$ cat config.mk
export PLATFORM = sky130hd
export DESIGN_NAME = spi_slave
export DESIGN_NICKNAME = d
export VERILOG_FILES = /design/src/rtl/spi_slave.sv
export SDC_FILE = /design/constraint.sdc
export NUM_CORES = 1
export LEC_CHECK = 0
export CAP_MARGIN = 20
export CORE_MARGIN = 5
export CORE_UTILIZATION = 40
export DETAILED_ROUTE_END_ITERATION = 12
export RECOVER_POWER = 25
export SETUP_SLACK_MARGIN = 0.05
export SYNTH_ARGS = -nofsm -noshare
export SYNTH_HDL_FRONTEND = slang
export SYNTH_SLANG_ARGS = --single-unit
$ cat constraint.sdc
create_clock -name Clk -period 1.7 [get_ports Clk]
set_clock_uncertainty 0.05 [all_clocks]
set_input_delay 0.255 -clock Clk [delete_from_list [all_inputs] [get_ports Clk]]
set_output_delay 0.255 -clock Clk [all_outputs]
set_load 0.01 [all_outputs]
$ cat src/rtl/spi_slave.sv
// spi_slave: synthesizable SPI responder, modes 0-3, MSB first.
// SCK/CS/MOSI are oversampled in the Clk domain through SYNC_STAGES flops.
// Ports:
//   Clk, Rst            system clock, async active-high reset
//   Mode                {CPOL,CPHA}, latched at CS fall
//   SCK, CS, MOSI       SPI inputs from the master (CS active-low)
//   MISO, MisoOe        serial data to master and its output enable
//   TxData, TxWr        one-entry TX holding buffer write port
//   TxReady             TX holding buffer empty
//   RxData, RxValid     last received frame and 1-Clk update pulse
//   Busy                frame in progress
//   TxUnderrun          1-Clk pulse: frame started with empty TX buffer
module spi_slave #(
    parameter int unsigned       DATA_W      = 8,
    parameter int unsigned       SYNC_STAGES = 2,
    parameter logic [DATA_W-1:0] IDLE_BYTE   = 8'hFF
) (
    input  logic              Clk,
    input  logic              Rst,
    input  logic [1:0]        Mode,
    input  logic              SCK,
    input  logic              CS,
    input  logic              MOSI,
    output logic              MISO,
    output logic              MisoOe,
    input  logic [DATA_W-1:0] TxData,
    input  logic              TxWr,
    output logic              TxReady,
    output logic [DATA_W-1:0] RxData,
    output logic              RxValid,
    output logic              Busy,
    output logic              TxUnderrun
);

    localparam int unsigned      CNT_W    = (DATA_W > 1) ? $clog2(DATA_W) : 1;
    localparam logic [CNT_W-1:0] LAST_BIT = CNT_W'(DATA_W - 1);

    typedef enum logic [1:0] {
        IDLE,
        LOAD,
        ACTIVE
    } state_t;

    state_t state, state_nxt;

    logic [SYNC_STAGES-1:0] sck_sync, cs_sync, mosi_sync;
    logic [1:0]             mode_r;
    logic [CNT_W-1:0]       bit_cnt;
    logic [DATA_W-1:0]      tx_buf, tx_sh, rx_sh, load_word;
    logic                   sck_new, sck_old, cs_new, cs_old, mosi_bit;
    logic                   sck_rise, sck_fall, cs_fall, cs_rise;
    logic                   lead_edge, trail_edge, sample_edge, shift_edge;
    logic                   last_sample;

    // CS synchronizer resets high (deselected) so reset never fakes a CS fall
    // from the reset value itself.
    always_ff @(posedge Clk or posedge Rst) begin
        if (Rst) begin
            sck_sync  <= '0;
            cs_sync   <= '1;
            mosi_sync <= '0;
        end else begin
            sck_sync  <= {sck_sync[SYNC_STAGES-2:0], SCK};
            cs_sync   <= {cs_sync[SYNC_STAGES-2:0], CS};
            mosi_sync <= {mosi_sync[SYNC_STAGES-2:0], MOSI};
        end
    end

    // Bit 0 is the newest stage; edges compare the last two stages, and MOSI
    // is taken from the same stage as the new SCK level so they stay aligned.
    assign sck_new  = sck_sync[SYNC_STAGES-2];
    assign sck_old  = sck_sync[SYNC_STAGES-1];
    assign cs_new   = cs_sync[SYNC_STAGES-2];
    assign cs_old   = cs_sync[SYNC_STAGES-1];
    assign mosi_bit = mosi_sync[SYNC_STAGES-2];

    assign sck_rise = sck_new & ~sck_old;
    assign sck_fall = ~sck_new & sck_old;
    assign cs_fall  = cs_old & ~cs_new;
    assign cs_rise  = ~cs_old & cs_new;

    assign lead_edge   = mode_r[1] ? sck_fall : sck_rise;
    assign trail_edge  = mode_r[1] ? sck_rise : sck_fall;
    assign sample_edge = mode_r[0] ? trail_edge : lead_edge;
    assign shift_edge  = mode_r[0] ? lead_edge : trail_edge;
    assign last_sample = (state == ACTIVE) && sample_edge && (bit_cnt == LAST_BIT);

    assign load_word = TxReady ? IDLE_BYTE : tx_buf;

    always_ff @(posedge Clk or posedge Rst) begin
        if (Rst) begin
            state <= IDLE;
        end else begin
            state <= state_nxt;
        end
    end

    always_comb begin
        state_nxt = state;
        case (state)
            IDLE:    if (cs_fall) state_nxt = LOAD;
            LOAD:    state_nxt = cs_rise ? IDLE : ACTIVE;
            ACTIVE: begin
                if (cs_rise) begin
                    state_nxt = IDLE;
                end else if (last_sample) begin
                    state_nxt = LOAD;
                end
            end
            default: state_nxt = IDLE;
        endcase
    end

    always_ff @(posedge Clk or posedge Rst) begin
        if (Rst) begin
            mode_r     <= '0;
            bit_cnt    <= '0;
            tx_buf     <= '0;
            tx_sh      <= '0;
            rx_sh      <= '0;
            MISO       <= 1'b0;
            TxReady    <= 1'b1;
            RxData     <= '0;
            RxValid    <= 1'b0;
            TxUnderrun <= 1'b0;
        end else begin
            RxValid    <= 1'b0;
            TxUnderrun <= 1'b0;

            if (state == IDLE && cs_fall) begin
                mode_r <= Mode;
            end

            // LOAD empties a full buffer; a write in that cycle was refused
            // because TxReady was 0. With an empty buffer LOAD sends IDLE_BYTE
            // and a same-cycle write is kept for the next frame.
            if (state == LOAD && !TxReady) begin
                TxReady <= 1'b1;
            end else if (TxWr && TxReady) begin
                tx_buf  <= TxData;
                TxReady <= 1'b0;
            end

            if (cs_rise) begin
                bit_cnt <= '0;
            end else begin
                case (state)
                    LOAD: begin
                        tx_sh <= load_word;
                        if (TxReady) begin
                            TxUnderrun <= 1'b1;
                        end
                        if (!mode_r[0]) begin
                            MISO <= load_word[DATA_W-1];
                        end
                    end
                    ACTIVE: begin
                        if (sample_edge) begin
                            rx_sh <= {rx_sh[DATA_W-2:0], mosi_bit};
                            if (bit_cnt == LAST_BIT) begin
                                RxData  <= {rx_sh[DATA_W-2:0], mosi_bit};
                                RxValid <= 1'b1;
                                bit_cnt <= '0;
                            end else begin
                                bit_cnt <= bit_cnt + 1'b1;
                            end
                        end
                        // With no sample yet in this frame the shift edge
                        // presents the MSB without consuming it; this covers
                        // CPHA=1 and the CPHA=0 trailing edge after a
                        // back-to-back reload.
                        if (shift_edge) begin
                            if (bit_cnt == '0) begin
                                MISO <= tx_sh[DATA_W-1];
                            end else begin
                                MISO  <= tx_sh[DATA_W-2];
                                tx_sh <= {tx_sh[DATA_W-2:0], 1'b0};
                            end
                        end
                    end
                    default: ;
                endcase
            end
        end
    end

    assign MisoOe = (state != IDLE);
    assign Busy   = ((state != IDLE) && (bit_cnt != '0)) || (state == LOAD);

endmodule
# Word-level counts from Yosys, hierarchy flattened
# Index checks and enable logic that the tools add are counted.
totals:
  output_inout_bits: 14
  inputBits: 16
  regBits: 47
op_classes:
  addsub: 1
  bitwise: 10
  n_reduce_logical: 23
  n_eq_ne: 8
  muxes: 30
ops:
  columns: ["cell", "count"]
  rows:
  - ["$mux W8", 3]
  - ["$mux W1", 16]
  - ["$pmux W8 S2", 1]
  - ["$mux W3", 4]
  - ["$reduce_and A4 Y1", 3]
  - ["$reduce_bool A2 Y1", 5]
  - ["$mux W2", 4]
  - ["$ne A2 B2 Y1 const B", 4]
  - ["$logic_and A1 B1 Y1", 6]
  - ["$not A1 Y1", 6]
  - ["$pmux W2 S3", 1]
  - ["$reduce_and A2 Y1", 3]
  - ["$and A1 B1 Y1", 4]
  - ["$add A3 B1 Y3 const B", 1]
  - ["$eq A3 B3 Y1 const B", 1]
  - ["$logic_not A3 Y1", 1]
  - ["$ne A3 B3 Y1 const B", 1]
  - ["$reduce_and A3 Y1", 1]
  - ["$reduce_bool A3 Y1", 1]
  - ["$eq A2 B1 Y1 const B", 1]
  - ["$eq A2 B2 Y1 const B", 1]
  - ["$logic_not A2 Y1", 1]
  - ["$pmux W1 S2", 1]
  - ["$logic_not A1 Y1", 1]
  - ["$logic_or A1 B1 Y1", 1]

# Longest topological paths before layout
# Gate-level depths: netlist of run 1.
logic_depth:
  depth_word: 9
  ltp_mapped: 7
  depth_no_buf: 6

# Least setup slack after synthesis of run 1
# Ideal clock, no wire load.
synth_path:
  path_type: "register -> register"
  startpoint: "register mode_r[0]"
  endpoint: "register RxData[0]"
  path_slack_ns: -0.060
  arrival_time_ns: 1.585
  path_buffers: 0
  path_stages_with_launch: 5
  t_required_ns: 1.525
  synth_period_minus_slack_ns: 1.760
  path_cell_list: "dfrtp_1 > xor2_2 > mux2i_2 > nor2_4 > mux2_2"
synth_via:
  elab_chain_cells: 2
synth_rtl:
  columns: ["item", "line_no", "text"]
  rows:
  - ["start, declared", "47", "logic [1:0] mode_r;"]
  - ["start signal, assigned", "131", "mode_r <= Mode;"]
  - ["$mux W1", "84", "assign sample_edge = mode_r[0] ? trail_edge : lead_edge;"]
  - ["$reduce_and A4 Y1 (no line)", null, null]
  - ["end signal, assigned", "161", "RxData <= {rx_sh[DATA_W-2:0], mosi_bit};"]
  - ["end, declared", "29", "output logic [DATA_W-1:0] RxData,"]
# No other way between the ends.
# A chain may end at the register's enable or synchronous reset.

# Worst setup path in the final report of run 1
layout_path:
  startpoint: "register state[0]"
  endpoint: "register rx_sh[1]"
layout_via:
  elab_chain_cells: 2
layout_rtl:
  columns: ["item", "line_no", "text"]
  rows:
  - ["start, declared", "44", "state_t state, state_nxt;"]
  - ["start signal, assigned", "94", "state <= state_nxt;"]
  - ["$eq A2 B2 Y1", "147", "case (state)"]
  - ["$reduce_and A3 Y1 (no line)", null, null]
  - ["end signal, assigned", "159", "rx_sh <= {rx_sh[DATA_W-2:0], mosi_bit};"]
  - ["end, declared", "49", "logic [DATA_W-1:0] tx_buf, tx_sh, rx_sh, load_word;"]
# No other way between the ends.

==> results.ini, run 1 <==
[logic_synthesis]
yosys_warnings=0
synth.area.top_cells=dfrtp_1 49%, mux2_2 12%, mux2i_1 5.3%
yosysTopAreaCell=dfrtp_1
syn_nets=208
seq_area_frac_synth=0.520
ys_seq_elements=47
syn_area_per_cell_um2=12.0
netlist_area_um2=2270
netlist.area_leader.share=0.485
syn_inst=189
yosysUniqueCellTypes=33

[status]
status=finished with violations
violations=negative setup slack

[clock_network]
cts_tree=built
hold_buffers=0
clkLatencyLatePin_ns=0.30
cts-root-buf=clkbuf_8
cts_max_level=2
clk_pin_slew_worst_paths_ns=0.09
cts_sinks=47
cts_buffers=5
clock_path_buffers=2

[global_routing]
grt_pass1_wl_um=8340
grt.overflow.total=0
antenna_found_initial=0
grt_max_degree=48
grt_pass1_vias=1730
grt_use_total=0.143

[critical_path]
endpoint=rx_sh[1]$_DFFE_PP0P_
critPathLaunchType=flop
crit_required_ns=1.83
cp.depth=6
cp_slowest_cell=dfrtp_1
cpPeakStageDelay_ns=0.43
worst_setup_path_end_kind=flop
arrival_ns=1.88
worstPathMaxFanout=7
crit_type=flop to flop
ff2ff_path_depth=6
path_buf_inv=2
crit_chain=buf_6 > and4bb_2 > mux2i_4 > nor2_4 > buf_12 > mux2_4
r2r-end=rx_sh[1]$_DFFE_PP0P_
reg2reg_slack_ns=-0.05
crit_start=state[0]$_DFFE_PP0P_
r2r-start=state[0]$_DFFE_PP0P_
crit_family=simple AND/OR/NAND/NOR gates

[timing]
rsz0062_at_grt=true
fin_crit_sh=1.03
max_slew_margin=0.242
fmaxAchievable_mhz=571
hold_viol=0
whs_ns=0.335
drv_slew=0
setup_viol=18
tightestPinTransition_ns=1.14
tns_ns=-0.580
fin_crit_ns=1.75
fin_ws_ns=-0.0522

[die]
dieArea_um2=7280
num_io_pins=30
row_count=27
fp.dieW_um=85.3
core_area_um2=5510
start_util=0.412
dieHeight_um=85.3

[routing]
drt_iter0_markers=112
wl_per_cell_um=15.8
drtAntennaViolNets=0
vias_per_cell=5.31
vias=1684
remaining_drc_errors=0
dr.pass1.iters=4
totalWireLength_um=5000

[pwr]
vdd_drop_max_mv=0.643
p_per_area_nw_per_um2=1100
p_leak_nw=1.37

[final_layout]
syn2layout_area_growth_pct=37.3
nNetsFinal=263
register_area_um2=1180
n_antenna_cell=0
fill_cells=464
multi_input_area_um2=1160
layout_commonest_cell=dfrtp_1
layout_common_cells=44 x dfrtp_1, 23 x clkdlybuf4s50_1, 18 x buf_4
drive_gt1_frac=0.318

[placement]
gp_congestion=0.781
dpl.hpwl_um=3540
numPortBuffers=29

[run]
maxCapViolations=0

[worst_hold_path]
hold_class=flop to flop

-- synth_stat cells, drive strengths merged --
library cell and number:
dfrtp 44, mux2 25, nor2 16, mux2i 14, and2 8, clkbuf 8, a2111oi 7, a211o 7
nand2b 7, nand3 7, nor3b 7, o21ai 7, inv 4, nand2 4, dfstp 3, ha 3
a21oi 2, and4bb 2, nor2b 2, a21boi 1, a21o 1, a2bb2oi 1, a41oi 1, buf 1
o211ai 1, o221ai 1, o311ai 1, or2 1, or3 1, or4b 1, xor2 1
-- registers in the layout (all words and copies together) (netlist names) --
signal,count
RxData,8
tx_buf,8
mode_r,2
RxValid,1
bit_cnt,3
tx_sh,8
mosi_sync,1
rx_sh,7
state,2
TxUnderrun,1
MISO,1
sck_sync,2
TxReady,1
cs_sync,2
-- cell type report --
cell class	instances	area share
Timing Repair Buffer	57	0.180
Tap cell	72	0.0289
Multi-Input combinational cell	129	0.373
Inverter	4	0.00482
Clock inverter	2	0.0120
Clock buffer	6	0.0233
Sequential cell	47	0.379
-- stage by stage --
step / cell area (µm²) / utilization / total power, W / worst slack, ns / cells
2_1_floorplan: 2300 / - / 0.00215 / 0.0558 / 189
3_3_place_gp: 2850 / 0.518 / 0.00251 / -0.00391 / 302
3_5_place_dp: 2850 / 0.518 / 0.00257 / -0.0190 / 302
4_1_cts: 3070 / 0.557 / 0.00343 / -0.0674 / 316
5_1_grt: 3120 / 0.566 / 0.00363 / -0.108 / 317
6_report: 3120 / 0.566 / 0.00343 / -0.0522 / 317
-- worst min-delay path by stage --
| stage | startpoint | to | slack (ns) | depth (start not counted) |
|---|---|---|---|---|
| finish | cs_sync[0]$_DFF_PP1_ | cs_sync[1]$_DFF_PP1_ | 0.33 | 0 |
| global route | cs_sync[0]$_DFF_PP1_ | cs_sync[1]$_DFF_PP1_ | 0.34 | 0 |
| CTS | Rst | RxData[0]$_DFFE_PP0P_ | 0.25 | 3 |
| detailed placement | cs_sync[0]$_DFF_PP1_ | cs_sync[1]$_DFF_PP1_ | 0.32 | 0 |
| global placement | cs_sync[0]$_DFF_PP1_ | cs_sync[1]$_DFF_PP1_ | 0.32 | 0 |
| floorplan | CS | cs_sync[0]$_DFF_PP1_ | 0.21 | 0 |
-- cell families after synthesis --
family	share of synthesized area
compound gates	0.0992
buf+inv	0.0220
flops	0.520
xor+xnor	0.00717
mux	0.189
simple gates	0.146
fa+ha+maj	0.0165
-- timing repair --
action | in CTS | in global routing
setup endpoints to repair | 27 | 30
buffers inserted | 6 | 1
resized for setup | 23 | 17
pin swaps | 2 | 4
-- per-layer routing --
layer	vias to the layer above	GRT usage	wire, µm
met2	30	0.239	2490
met1	852	0.182	2300
li1	796	-	-
met5	-	0	0
met4	0	0.0460	56
met3	6	0.0350	150
-- report_power, final --
part	switching, W	internal, W
combinational	0.000501	0.000618
clock	0.000365	0.000439
sequential	0.000167	0.00134
(Power assumes the default switching activity.)
==> inputs of run 2 (changes only) <==
==> constraint.sdc (replaced) <==
create_clock -name Clk -period 1.95 [get_ports Clk]
set_clock_uncertainty 0.05 [all_clocks]
set_input_delay 0.2925 -clock Clk [delete_from_list [all_inputs] [get_ports Clk]]
set_output_delay 0.2925 -clock Clk [all_outputs]
set_load 0.01 [all_outputs]
==> results.ini, run 2 (synthesized netlist as in run 1, its figures left out) <==
[final_layout]
layout_common_cells=43 x dfrtp_1, 25 x mux2_2, 23 x clkdlybuf4s50_1
n_antenna_cell=0
reg.largest.list=RxData: 8 flops, tx_buf: 8 flops, tx_sh: 8 flops
drive_gt1_frac=0.252
nNetsFinal=248
layout_commonest_cell=dfrtp_1
fill_cells=486
syn2layout_area_growth_pct=23.2

[timing]
setup_viol=0
hold_viol=0
fin_crit_sh=0.941
max_slew_margin=0.498
fmaxAchievable_mhz=545
rsz0062_at_grt=false
whs_ns=0.349
tightestPinTransition_ns=0.752
drv_slew=0
fin_ws_ns=0.115
fin_crit_ns=1.84
tns_ns=0

[critical_path]
crit_type=flop to output pin
crit_chain=clkdlybuf4s50_1
arrival_ns=1.49
cp_slowest_cell=dfstp_2
crit_required_ns=1.61
worstPathMaxFanout=11
critPathLaunchType=flop
worst_setup_path_end_kind=output pin
path_buf_inv=1
crit_family=flip-flops
cpPeakStageDelay_ns=0.63

[global_routing]
grt_pass1_vias=1724
gr-max-usage-layer=met2
grt_max_degree=22
grt_use_met1=0.180
antenna_found_initial=0
grt.overflow.total=0
grt_use_total=0.144
grt_pass1_wl_um=8380
met2_usage=0.242
grt.met3_usage=0.0427

[routing]
remaining_drc_errors=0
totalWireLength_um=4870
drtAntennaViolNets=0
wl_per_cell_um=16.1
vias_per_cell=5.39
dr.pass1.iters=4
drt_iter0_markers=74
vias=1629

[clock_network]
clk_pin_slew_worst_paths_ns=0.09
hold_buffers=0
cts_max_level=2
clkLatencyLatePin_ns=0.30
cts-root-buf=clkbuf_8
cts_tree=built
cts_sinks=47
clock_path_buffers=2
cts_buffers=5

[die]
start_util=0.412
dieArea_um2=7280
fp.dieW_um=85.3
num_io_pins=30
core_area_um2=5510
dieHeight_um=85.3
row_count=27

[pwr]
p_per_area_nw_per_um2=962
vdd_drop_max_mv=0.452
p_leak_nw=1.22

[placement]
numPortBuffers=29
pre_cts_slack_ns=0.105
gp_congestion=0.777
dpl.hpwl_um=3570

[status]
status=finished clean

[run]
maxCapViolations=0

[worst_hold_path]
hold_class=flop to flop

## run 2: changes by cell type in the layout (fill, tap and decap cells not counted), sizes merged
cell and delta:
clkinv +1, clkbuf +1, bufinv -1, clkinvlp -1, dlygate4sd2 -1, buf -16
dlygate4sd3 +1, inv +1
## run 2: worst paths after layout
kind | startpoint | end | slack [ns] | cells past startpoint
worst max register to register | state[0]$_DFFE_PP0P_ | RxData[4]$_DFFE_PP0P_ | 0.15 | 5
max in group asynchronous | Rst | cs_sync[1]$_DFF_PP1_ | 0.40 | 3
min in group asynchronous | Rst | tx_buf[6]$_DFFE_PP0P_ | 0.50 | 2
worst max-delay path | TxReady$_DFFE_PP1P_ | TxReady | 0.11 | 1
worst min register to register | cs_sync[0]$_DFF_PP1_ | cs_sync[1]$_DFF_PP1_ | 0.35 | 0
worst min-delay path | cs_sync[0]$_DFF_PP1_ | cs_sync[1]$_DFF_PP1_ | 0.35 | 0
## run 2: per-stage QoR
step	utilization	cell area [µm²]	total power, W	std cells
final	0.508	2800	0.00269	302
after global routing	0.508	2800	0.00288	302
after CTS	0.511	2810	0.00273	302
after detailed placement	0.495	2730	0.00214	294
after global placement	0.495	2730	0.00210	294
after floorplan	-	2270	0.00184	189
## run 2: power breakdown
group	internal [W]	switching, W	total [W]
Sequential	0.00117	0.000140	0.00131
Clock	0.000258	0.000329	0.000587
Combinational	0.000411	0.000380	0.000791
## run 2: timing repair
| item | in CTS | in global routing |
|---|---|---|
| endpoints found under the setup margin | 2 | 1 |
| resized for setup | 3 | 3 |
| setup buffers | 0 | 0 |
## run 2: layer usage
metal / share of wire / routed length, µm
met1: 0.45 / 2170
met2: 0.51 / 2480
met3: 0.034 / 167
met4: 0.012 / 57
met5: 0 / 0
## run 2: cell type report
cell class	count	area, µm²	share of cell area
Inverter	4	15.0	0.00537
Tap cell	72	90.1	0.0322
Sequential cell	47	1180	0.423
Clock buffer	6	72.6	0.0260
Clock inverter	2	17.5	0.00627
Timing Repair Buffer	42	379	0.136
Multi-Input combinational cell	129	1040	0.372
